<file path="src/rtl/conv_ofm_tx_if.sv">
// Handshake and data bundle between the CIM output buffer, the OFM transmit
// block and the next layer's input buffers. The block itself uses the slave
// modport; whatever drives start/data and consumes the pixel uses master.
interface conv_ofm_tx_if #(
  parameter int output_channels = 10,
  parameter int xbar_size       = 256,
  parameter int v_cim_tiles     = 1,
  parameter int h_cim_tiles     = 1,
  parameter int datatype_size   = 8
) ();

  localparam int addr_w = (xbar_size > 1) ? $clog2(xbar_size) : 1;

  logic                                                          i_start;
  logic                                                          i_cim_busy;
  logic                                                          o_busy;
  logic [addr_w-1:0]                                             o_cim_rd_addr;
  logic [v_cim_tiles-1:0][h_cim_tiles-1:0][datatype_size-1:0]    i_data;
  logic                                                          i_next_busy;
  logic [output_channels-1:0]                                    o_ibuf_we;
  logic [output_channels-1:0][datatype_size-1:0]                 o_ibuf_wr_data;

  modport slave (
    input  i_start, i_cim_busy, i_data, i_next_busy,
    output o_busy, o_cim_rd_addr, o_ibuf_we, o_ibuf_wr_data
  );

  modport master (
    output i_start, i_cim_busy, i_data, i_next_busy,
    input  o_busy, o_cim_rd_addr, o_ibuf_we, o_ibuf_wr_data
  );

endinterface

</file>
<file path="src/rtl/conv_ofm_tx.sv">
// Output feature-map transmitter: reads one completed pixel column by column
// from the CIM output buffer, adds the vertical tiles' partial sums, applies
// saturation (or ReLU + clamp), and writes all channels to the next layer in a
// single write pulse once it can accept them.
// Optional feature: define CONV_OFM_TX_RELU_EN to zero negative sums.
module conv_ofm_tx #(
  parameter int output_channels = 10,
  parameter int xbar_size       = 256,
  parameter int v_cim_tiles     = 1,
  parameter int h_cim_tiles     = 1,
  parameter int datatype_size   = 8
) (
  input logic           clk,
  input logic           rst,
  conv_ofm_tx_if.slave  bus
);

  localparam int addr_w = (xbar_size > 1) ? $clog2(xbar_size) : 1;
  localparam int sum_w  = datatype_size + $clog2(v_cim_tiles) + 1;
  localparam int cols   = (output_channels < xbar_size) ? output_channels : xbar_size;
  localparam logic [addr_w-1:0] last_addr = addr_w'(cols - 1);

  localparam logic signed [sum_w-1:0] sum_max = sum_w'((1 << (datatype_size - 1)) - 1);
  localparam logic signed [datatype_size-1:0] word_max = {1'b0, {(datatype_size-1){1'b1}}};
`ifndef CONV_OFM_TX_RELU_EN
  localparam logic signed [sum_w-1:0] sum_min = sum_w'(-(1 << (datatype_size - 1)));
  localparam logic signed [datatype_size-1:0] word_min = {1'b1, {(datatype_size-1){1'b0}}};
`endif

  typedef enum logic [2:0] {IDLE, READ, DRAIN, WAIT, WRITE} state_t;

  state_t                                        state, state_next;
  logic [addr_w-1:0]                             cnt;
  logic                                          cap_valid;
  logic [addr_w-1:0]                             cap_addr;
  logic                                          busy_q;
  logic [output_channels-1:0][datatype_size-1:0] stored;

  // Sum of all vertical tiles' words for horizontal tile h, sign-extended so
  // the accumulation cannot overflow before saturation.
  function automatic logic signed [sum_w-1:0] tile_sum(
    input logic [v_cim_tiles-1:0][h_cim_tiles-1:0][datatype_size-1:0] d,
    input int h
  );
    logic signed [sum_w-1:0] acc;
    acc = '0;
    for (int v = 0; v < v_cim_tiles; v++) begin
      acc = acc + sum_w'(signed'(d[v][h]));
    end
    return acc;
  endfunction

  // Reduce a wide sum to the pixel range, with optional ReLU.
  function automatic logic signed [datatype_size-1:0] activate(
    input logic signed [sum_w-1:0] s
  );
`ifdef CONV_OFM_TX_RELU_EN
    if (s[sum_w-1])       return '0;
    else if (s > sum_max) return word_max;
    else                  return s[datatype_size-1:0];
`else
    if (s > sum_max)      return word_max;
    else if (s < sum_min) return word_min;
    else                  return s[datatype_size-1:0];
`endif
  endfunction

  // State register.
  always_ff @(posedge clk or posedge rst) begin
    if (rst) state <= IDLE;
    else     state <= state_next;
  end

  // Next-state logic.
  always_comb begin
    // NOTE: default first so every path assigns state_next and no latch is inferred.
    state_next = state;
    unique case (state)
      IDLE:  if (bus.i_start && !bus.i_cim_busy) state_next = READ;
      READ:  if (cnt == last_addr)                state_next = DRAIN;
      DRAIN:                                      state_next = WAIT;
      WAIT:  if (!bus.i_next_busy)                state_next = WRITE;
      WRITE:                                      state_next = IDLE;
      default:                                    state_next = IDLE;
    endcase
  end

  // Column counter and the one-cycle-delayed capture strobe/address that
  // line up with the buffer's read latency.
  always_ff @(posedge clk or posedge rst) begin
    // NOTE: sequential state uses non-blocking assignments so every flop sees pre-edge values.
    if (rst) begin
      cnt       <= '0;
      cap_valid <= 1'b0;
      cap_addr  <= '0;
      busy_q    <= 1'b0;
    end else begin
      cnt       <= (state == READ) ? cnt + 1'b1 : '0;
      cap_valid <= (state == READ);
      cap_addr  <= cnt;
      busy_q    <= (state_next != IDLE);
    end
  end

  // Pixel store: each channel latches when its column comes back; channels
  // beyond output_channels on the last tile simply have no register.
  always_ff @(posedge clk or posedge rst) begin
    // NOTE: the store is reset because an aborted pixel must read back as zero.
    if (rst) begin
      stored <= '0;
    end else if (cap_valid) begin
      for (int c = 0; c < output_channels; c++) begin
        if (cap_addr == addr_w'(c % xbar_size))
          stored[c] <= activate(tile_sum(bus.i_data, c / xbar_size));
      end
    end
  end

  assign bus.o_busy         = busy_q;
  assign bus.o_cim_rd_addr  = (state == READ) ? cnt : '0;
  assign bus.o_ibuf_we      = {output_channels{state == WRITE}};
  assign bus.o_ibuf_wr_data = stored;

endmodule
</file>
<file path="src/flat_wrapper.sv">
// flat-port wrapper written by rule: the top's interface ports become plain ports
module conv_ofm_tx_flat 
#(
  parameter int output_channels = 10,
  parameter int xbar_size       = 256,
  parameter int v_cim_tiles     = 1,
  parameter int h_cim_tiles     = 1,
  parameter int datatype_size   = 8
)
  (clk, rst, bus_i_start, bus_i_cim_busy, bus_i_data, bus_i_next_busy, bus_o_busy, bus_o_cim_rd_addr, bus_o_ibuf_we, bus_o_ibuf_wr_data);
  conv_ofm_tx_if #(.output_channels(output_channels), .xbar_size(xbar_size), .v_cim_tiles(v_cim_tiles), .h_cim_tiles(h_cim_tiles), .datatype_size(datatype_size)) bus_i ();
  input logic clk;
  input logic rst;
  input wire logic [$bits(bus_i.i_start)-1:0] bus_i_start;
  input wire logic [$bits(bus_i.i_cim_busy)-1:0] bus_i_cim_busy;
  input wire logic [$bits(bus_i.i_data)-1:0] bus_i_data;
  input wire logic [$bits(bus_i.i_next_busy)-1:0] bus_i_next_busy;
  output wire logic [$bits(bus_i.o_busy)-1:0] bus_o_busy;
  output wire logic [$bits(bus_i.o_cim_rd_addr)-1:0] bus_o_cim_rd_addr;
  output wire logic [$bits(bus_i.o_ibuf_we)-1:0] bus_o_ibuf_we;
  output wire logic [$bits(bus_i.o_ibuf_wr_data)-1:0] bus_o_ibuf_wr_data;
  assign bus_i.i_start = bus_i_start;
  assign bus_i.i_cim_busy = bus_i_cim_busy;
  assign bus_i.i_data = bus_i_data;
  assign bus_i.i_next_busy = bus_i_next_busy;
  assign bus_o_busy = bus_i.o_busy;
  assign bus_o_cim_rd_addr = bus_i.o_cim_rd_addr;
  assign bus_o_ibuf_we = bus_i.o_ibuf_we;
  assign bus_o_ibuf_wr_data = bus_i.o_ibuf_wr_data;
  conv_ofm_tx #(.output_channels(output_channels), .xbar_size(xbar_size), .v_cim_tiles(v_cim_tiles), .h_cim_tiles(h_cim_tiles), .datatype_size(datatype_size)) u_core (.clk(clk), .rst(rst), .bus(bus_i));
endmodule
</file>
<file path="config.mk">
export PLATFORM = sky130hd
export DESIGN_NAME = conv_ofm_tx_flat
export DESIGN_NICKNAME = d
export VERILOG_FILES = /design/src/rtl/conv_ofm_tx_if.sv /design/src/rtl/conv_ofm_tx.sv /design/src/flat_wrapper.sv
export SDC_FILE = /design/constraint.sdc
export NUM_CORES = 1
export LEC_CHECK = 0
export ABC_AREA = 0
export CORE_ASPECT_RATIO = 1.25
export CORE_MARGIN = 1.5
export CORE_UTILIZATION = 30
export CTS_CLUSTER_DIAMETER = 200
export DETAILED_ROUTE_END_ITERATION = 12
export GPL_TIMING_DRIVEN = 1
export PLACE_DENSITY = 0.66
export SLEW_MARGIN = 20
export SYNTH_ARGS = -nofsm -noshare
export SYNTH_HDL_FRONTEND = slang
export SYNTH_SLANG_ARGS = --single-unit
export TNS_END_PERCENT = 1
</file>
<file path="constraint.sdc">
create_clock -name clk -period 7.9 [get_ports clk]
set_input_delay 1.185 -clock clk [delete_from_list [all_inputs] [get_ports clk]]
set_output_delay 1.185 -clock clk [all_outputs]
set_load 0.03 [all_outputs]
</file>
==> key figures, run 1 <==
Worst setup path
  – Critical path class: reg -> out
  – Data required time of the worst path: about 6.7 ns
  – Worst path cell trace: or3_1 > inv_1 > and2_1 > clkdlybuf4s50_1
  – CP max stage cell: clkdlybuf4s50_1
  – Crit start category: flop
  – Largest stage delay on the critical path: 0.66 ns
  – Critical Path AT: ~2.4 ns
  – Crit. End Element: output port
  – Critical Path Fanout Max: 11

Finish
  – Nets: between 300 and 400
  – Antenna cells: 0
  – Layout area overhead: 37.50%
  – Most frequent cells in the layout: 111 x clkdlybuf4s50_1, 101 x dfrtp_1, 72 x mux2_2
  – Proportion of layout cells with a drive suffix above 1: 0.2725
  – Commonest non-fill, non-tap cell in the layout: clkdlybuf4s50_1
  – Layout Cells excl Fill: around 550

STA
  – Endpoints failing setup: 0
  – Final Hold Violating Endpoints: 0
  – Minimum clock period: between 3 and 4 ns
  – Max-slew violations: 0
  – Maximum clock rate: about 0.28 GHz
  – RSZ-0062 raised after global routing: no
  – Post-route clock period utilization: 0.4485
  – Slew headroom: 0.5687
  – Setup TNS: 0 ns
  – Fin Hold WS: about 0.46 ns
  – Slew @ Worst Pin: between 0.6 and 0.7 ns
  – Worst Skew: 0.006909 ns

Clock tree
  – CTS HTree Levels: 3
  – CTS tree: done
  – Worst-case clock buffer depth: 2
  – Setup bufs post-CTS: 0
  – Clk_lat worst skew: 0.33 ns
  – CTS-repair resized insts: 0
  – Clock transition at path regs: approximately 0.060 ns
  – Hold-fix buffers, CTS: 0
  – CTS Buf Count: 9
  – Root Buffer: clkbuf_16
  – Clock sink count: 101

Power and ir drop
  – Switch share: 0.3861
  – PD cells: 469.3 mW/mm2
  – Logic pwr share: 0.494
  – Leak: 2.368 nW
  – Clock share of power: 0.165
  – Seq pwr share: 0.341
  – VDD IR max: between 0.15 and 0.2 mV
  – Net switching power figure: between 1 and 1.5 mW
  – Internal power: 1.591 mW

Die
  – Die area: roughly 0.014 mm2
  – Core box area: 0.01317 mm2
  – Die Ht: between 100 and 150 um
  – Num ports: around 110
  – Width of the chip: ~110 um
  – Row cnt: 47
  – Initial core utilization: 0.3050

Outcome
  – Status: finished clean

Drt
  – WL final: between 8000 and 9000 um
  – Number of routed nets with antenna violations: 0
  – Vias per cell: about 4.4
  – DRT iter0 DRCs: 31
  – Pre-antenna DRT Iters: 4
  – DR WL/cell: between 15 and 20 um
  – Vias post-DR: about 2400
  – Remaining DRCs: 0

Synth
  – Flops & latches, synth: 101
  – Largest area contributor in the netlist: dfrtp_1
  – Yosys top cell area share: 0.6291
  – Most area-consuming cells after synthesis: dfrtp_1 63%, mux2_2 20%, mux2_4 3.0%, buf_4 1.7%, and2_1 1.2%
  – Yosys Warn Count: 0
  – Sequential area share after synthesis: 0.6291
  – Mapped Avg Cell Area: about 15 um2
  – Cells after synthesis: about 270
  – Post-synthesis net count: around 290
  – Distinct cells, synth: 33
  – Netlist Area Pre-Place: between 0.004 and 0.005 mm2

Global routing
  – Global-route wire length before repair: roughly 14000 um
  – Antenna violations before repair: 0
  – GRT overflow: 0
  – Vias in the first global route: 2488
  – Total GRT Usage: 0.1318
  – Largest net degree at the start of global routing: 52

Placed design
  – Inst Count DP: ~540
  – Final HPWL DP: 6485 um
  – Placer Congestion: around 0.73
  – Port buffer count: approximately 110

Flow run
  – Max Cap Violations: 0

Worst hold path
  – Tightest Hold Check Type: reg -> reg
[Yosys cell counts]
library cell and number:
o22ai_1 1, mux2_2 72, xnor2_1 1, dfrtp_1 101
nor4_1 2, o21ai_0 1, or3_1 1, and3_1 2
a21oi_1 4, nor2_2 2, nand2b_1 1, buf_4 9
nand4b_1 1, xor2_1 5, inv_1 5, buf_6 1
mux2_4 8, buf_1 8, nor2_1 11, nor4b_4 1
nand4_1 1, nor3_2 2, nand3_1 8, nor3b_1 1
clkbuf_1 2, ha_1 2, nand2_1 5, nor2b_1 1
nand3b_1 1, and2_1 8, or4_1 1, or4_4 2
nor3_1 1
[registers in the layout, indices dropped and copies added (netlist names)]
name / cells
u_core.bus.o_ibuf_wr_data: 80
u_core.cap_addr: 8
u_core.state: 3
u_core.bus.o_busy: 1
u_core.cap_valid: 1
u_core.cnt: 8
[final cells by class]
type	count	area [um2]
Clock buffer	10	239.0
Clock inverter	4	48.80
Fill cell	1257	7649
Inverter	5	21.27
Multi-Input combinational cell	146	1355
Sequential cell	101	2527
Tap cell	171	214.0
Timing Repair Buffer	112	1119
[cells by family after synthesis]
group,synth area share
DFF,0.6291
adders and majority gates,0.006228
buffers and inverters,0.03363
AOI/OAI and AO/OA,0.007786
and+or+nand+nor,0.07848
muxes,0.2317
xor gates and xnor gates,0.01308
[power groups by stage]
stage | Clock, mW | Combinational, mW | Sequential [mW]
6_report | 0.428 | 1.28 | 0.884
5_1_grt | 0.468 | 1.35 | 0.916
4_1_cts | 0.443 | 1.30 | 0.886
3_5_place_dp | 0 | 1.30 | 0.897
3_3_place_gp | 0 | 1.28 | 0.887
2_1_floorplan | 0 | 0.410 | 1.26
[final timing paths]
check / start / endpoint / slack, ns / cells after the start
worst min register to register: u_core.cnt[7]$_DFF_PP0_ / u_core.cap_addr[7]$_DFF_PP0_ / 0.46 / 0
worst min-delay path: u_core.cnt[7]$_DFF_PP0_ / u_core.cap_addr[7]$_DFF_PP0_ / 0.46 / 0
worst max register to register: u_core.cap_addr[5]$_DFF_PP0_ / u_core.bus.o_ibuf_wr_data[27]$_DFFE_PP0P_ / 5.72 / 4
min in group asynchronous: rst / u_core.bus.o_ibuf_wr_data[76]$_DFFE_PP0P_ / 1.28 / 2
worst max-delay path: u_core.state[2]$_DFF_PP0_ / bus_o_cim_rd_addr[6] / 4.36 / 4
max in group asynchronous: rst / u_core.bus.o_ibuf_wr_data[38]$_DFFE_PP0P_ / 5.50 / 3
[per-layer routing]
layer,routed length [um],up-vias,track usage,share of wire
met5,0,-,0,0
met4,89,0,0.03778,0.010
met3,329,8,0.02719,0.037
met2,4553,57,0.2194,0.51
met1,3925,1240,0.1733,0.44
li1,-,1137,-,-
[critical path: cells and delay by family (launching register included)]
family | cells | cell delay, ns
and+or+nand+nor | 2 | 0.70
buffers and inverters | 2 | 0.89
DFF | 1 | 0.43
[through the flow]
step / instance area, um2 / setup WS, ns / power (mW) / utilization
after floorplan: 4018 / 4.068 / 1.671 / -
after global placement: 5236 / 4.769 / 2.165 / 0.3975
after detailed placement: 5236 / 4.705 / 2.195 / 0.3975
after CTS: 5524 / 4.325 / 2.629 / 0.4194
after global routing: 5524 / 4.202 / 2.731 / 0.4194
final: 5524 / 4.357 / 2.592 / 0.4194
Power figures use the tool's default switching activity.
==> run 2: changes to the inputs <==
- PLACE_DENSITY: 0.66 -> 0.68
- clock period: 7.9 -> 2.86 ns (I/O delays scaled with it)
==> run 2 against run 1 <==
Design area rose by 0.11%. Combinational power rose to 2.8 times the previous value. Hold slack better by 0.017 ns. Sequential share of layout area decreased by 0.052 points. Highest routed layer unchanged. Critical path type unchanged. Final cell count rose by 0.55%. First-iteration DRC count up 140%.
==> key figures, run 2 (same netlist as run 1, synthesis figures left out) <==
Worst setup path
  – FF-to-FF End: u_core.bus.o_ibuf_wr_data[31]$_DFFE_PP0P_
  – Critical path class: reg -> out
  – RR Startpoint: u_core.cap_addr[5]$_DFF_PP0_
  – Critical Path AT: 2.15 ns (-0.21 ns)
  – Reg2Reg Depth: 4 (unchanged)
  – Register-to-Register Setup Slack: 0.75 ns (-4.97 ns)
  – Data required time of the worst path: 2.43 ns (-4.28 ns)
  – Crit. End Element: output port
  – Crit start category: flop
  – Critical Path Fanout Max: 8 (-3)

Power and ir drop
  – Pwr Total: 7.122 mW (+170%)
  – PD cells: 1288 mW/mm2 (+170%)
  – Leak: 2.362 nW (-0.22%)
  – VDD IR max: 0.5756 mV (+190%)

Global routing
  – GRT overflow: 0 (unchanged)
  – Antenna violations before repair: 0 (unchanged)
  – Total GRT Usage: 0.1348 (+0.003053)
  – Largest net degree at the start of global routing: 102 (+96%)
  – Vias in the first global route: 2590 (+4.1%)
  – Global-route wire length before repair: 14350 um (+1.1%)

Finish
  – Layout area overhead: 37.65%
  – Nets: 391 (+0.26%)
  – Antenna cells: 0 (unchanged)
  – Largest register FFs: 80 (unchanged)
  – Fin area: 0.005530 mm2 (+0.11%)
  – Commonest non-fill, non-tap cell in the layout: clkdlybuf4s50_1
  – Layout Cells excl Fill: 552 (+0.55%)
  – Most frequent cells in the layout: 111 x clkdlybuf4s50_1, 101 x dfrtp_1, 72 x mux2_2
  – Proportion of layout cells with a drive suffix above 1: 0.2677 (-0.004770)

Die
  – Row cnt: 47 (unchanged)
  – Initial core utilization: 0.3050 (unchanged)
  – Core box area: 0.01317 mm2 (unchanged)
  – Width of the chip: 106.5 um (unchanged)
  – Num ports: 112 (unchanged)
  – Die area: 0.01410 mm2 (unchanged)
  – Die Ht: 132.4 um (unchanged)

Placed design
  – Placed inst area: 0.005258 mm2 (+0.41%)
  – Placer Congestion: 0.7383 (+0.75%)
  – Inst Count DP: 536 (+0.19%)
  – Port buffer count: 111 (unchanged)
  – Final HPWL DP: 6485 um (about the same)

Clock tree
  – Worst-case clock buffer depth: 2 (unchanged)
  – CTS-repair resized insts: 0 (unchanged)
  – Root Buffer: clkbuf_16
  – CTS tree: done
  – Clk_lat worst skew: 0.33 ns (about the same)
  – Clock sink count: 101 (unchanged)
  – Hold-fix buffers, CTS: 0 (unchanged)
  – CTS Buf Count: 9 (unchanged)
  – Clock transition at path regs: 0.06 ns (about the same)
  – CTS HTree Levels: 3 (unchanged)
  – Setup bufs post-CTS: 0 (unchanged)

Drt
  – Remaining DRCs: 0 (unchanged)
  – DR WL/cell: 16.43 um (+1.4%)
  – DRT iter0 DRCs: 75 (+140%)
  – Pre-antenna DRT Iters: 4 (unchanged)
  – WL final: 9072 um (+2.0%)
  – Number of routed nets with antenna violations: 0 (unchanged)
  – Vias per cell: 4.583 (+3.0%)
  – Vias post-DR: 2530 (+3.6%)

Worst hold path
  – Tightest Hold Check Type: reg -> reg
  – Min-Delay Path Depth: 0 (unchanged)
  – Hold endpoint: u_core.cap_addr[4]$_DFF_PP0_
  – HP Start: u_core.cnt[4]$_DFF_PP0_

STA
  – Worst Skew: 0.004840 ns (-0.002068 ns)
  – Slew @ Worst Pin: 0.6372 ns (-0.006212 ns)
  – Endpoints failing setup: 0 (unchanged)
  – Post-route clock period utilization: 0.9005
  – Slew headroom: 0.5734 (+0.004681)
  – Minimum clock period: 2.576 ns
  – Setup TNS: 0 ns (unchanged)
  – Maximum clock rate: slightly below 0.4 GHz
  – Final Hold Violating Endpoints: 0 (unchanged)
  – RSZ-0062 raised after global routing: no
  – Max-slew violations: 0 (unchanged)

Flow run
  – Max Cap Violations: 0 (unchanged)

Outcome
  – Status: finished clean
run 2: changes by cell type in the layout (fill, tap and decap cells not counted):
cell / previous run / this run
clkbuf_1: 0 / 4
buf_12: 0 / 1
bufinv_16: 1 / 0
clkbuf_8: 1 / 2
clkinv_2: 2 / 1
clkinvlp_4: 0 / 1
inv_4: 1 / 0
inv_6: 1 / 0
run 2: layer usage:
| metal | vias to the layer above | GRT usage | share of wire |
|---|---|---|---|
| li1 | 1142 | - | - |
| met1 | 1308 | 0.1609 | 0.41 |
| met2 | 64 | 0.2362 | 0.53 |
| met5 | - | 0 | 0 |
| met4 | 0 | 0.04889 | 0.019 |
| met3 | 16 | 0.03065 | 0.039 |
run 2: worst max path at each step:
stage,cells past startpoint,endpoint,start,slack [ns]
floorplan,4,u_core.bus.o_ibuf_wr_data[10]$_DFFE_PP0P_,u_core.cap_addr[5]$_DFF_PP0_,0.89
global placement,4,bus_o_cim_rd_addr[0],u_core.state[2]$_DFF_PP0_,0.68
detailed placement,4,bus_o_cim_rd_addr[6],u_core.state[2]$_DFF_PP0_,0.63
CTS,4,bus_o_cim_rd_addr[6],u_core.state[2]$_DFF_PP0_,0.26
global route,5,bus_o_cim_rd_addr[4],u_core.state[0]$_DFF_PP0_,0.13
finish,4,bus_o_cim_rd_addr[6],u_core.state[2]$_DFF_PP0_,0.28
run 2: area by class of cell:
class	instances	area [um2]
fill	1248	7642
sequential	101	2527
multi-input combinational	146	1355
timing repair buffer	113	1139
clock buffer	15	267.8
tap	171	214.0
inverter	5	22.52
clock inverter	1	5.005
run 2: worst max-delay path, stage by stage, from the launching register on:
cell and delay [ns]:
dfrtp_1 0.42, or3_1 0.40, inv_1 0.17, and2_1 0.15, clkdlybuf4s50_1 0.67
run 2: through the flow:
stage	hold WS, ns	setup WS, ns	util
after global routing	0.5019	0.1275	0.4198
after detailed placement	0.4574	0.6311	0.3991
final	0.4752	0.2844	0.4198
after floorplan	0.3979	0.8901	-
after global placement	0.4454	0.6781	0.3991
after CTS	0.4738	0.2624	0.4198
run 2: report_power, final:
part | leakage [nW] | total (mW) | switching (mW) | internal (mW)
Clock | 0.134 | 1.11 | 0.472 | 0.638
Combinational | 0.988 | 3.56 | 1.89 | 1.67
Sequential | 1.24 | 2.46 | 0.404 | 2.05
Total | 2.36 | 7.12 | 2.77 | 4.36
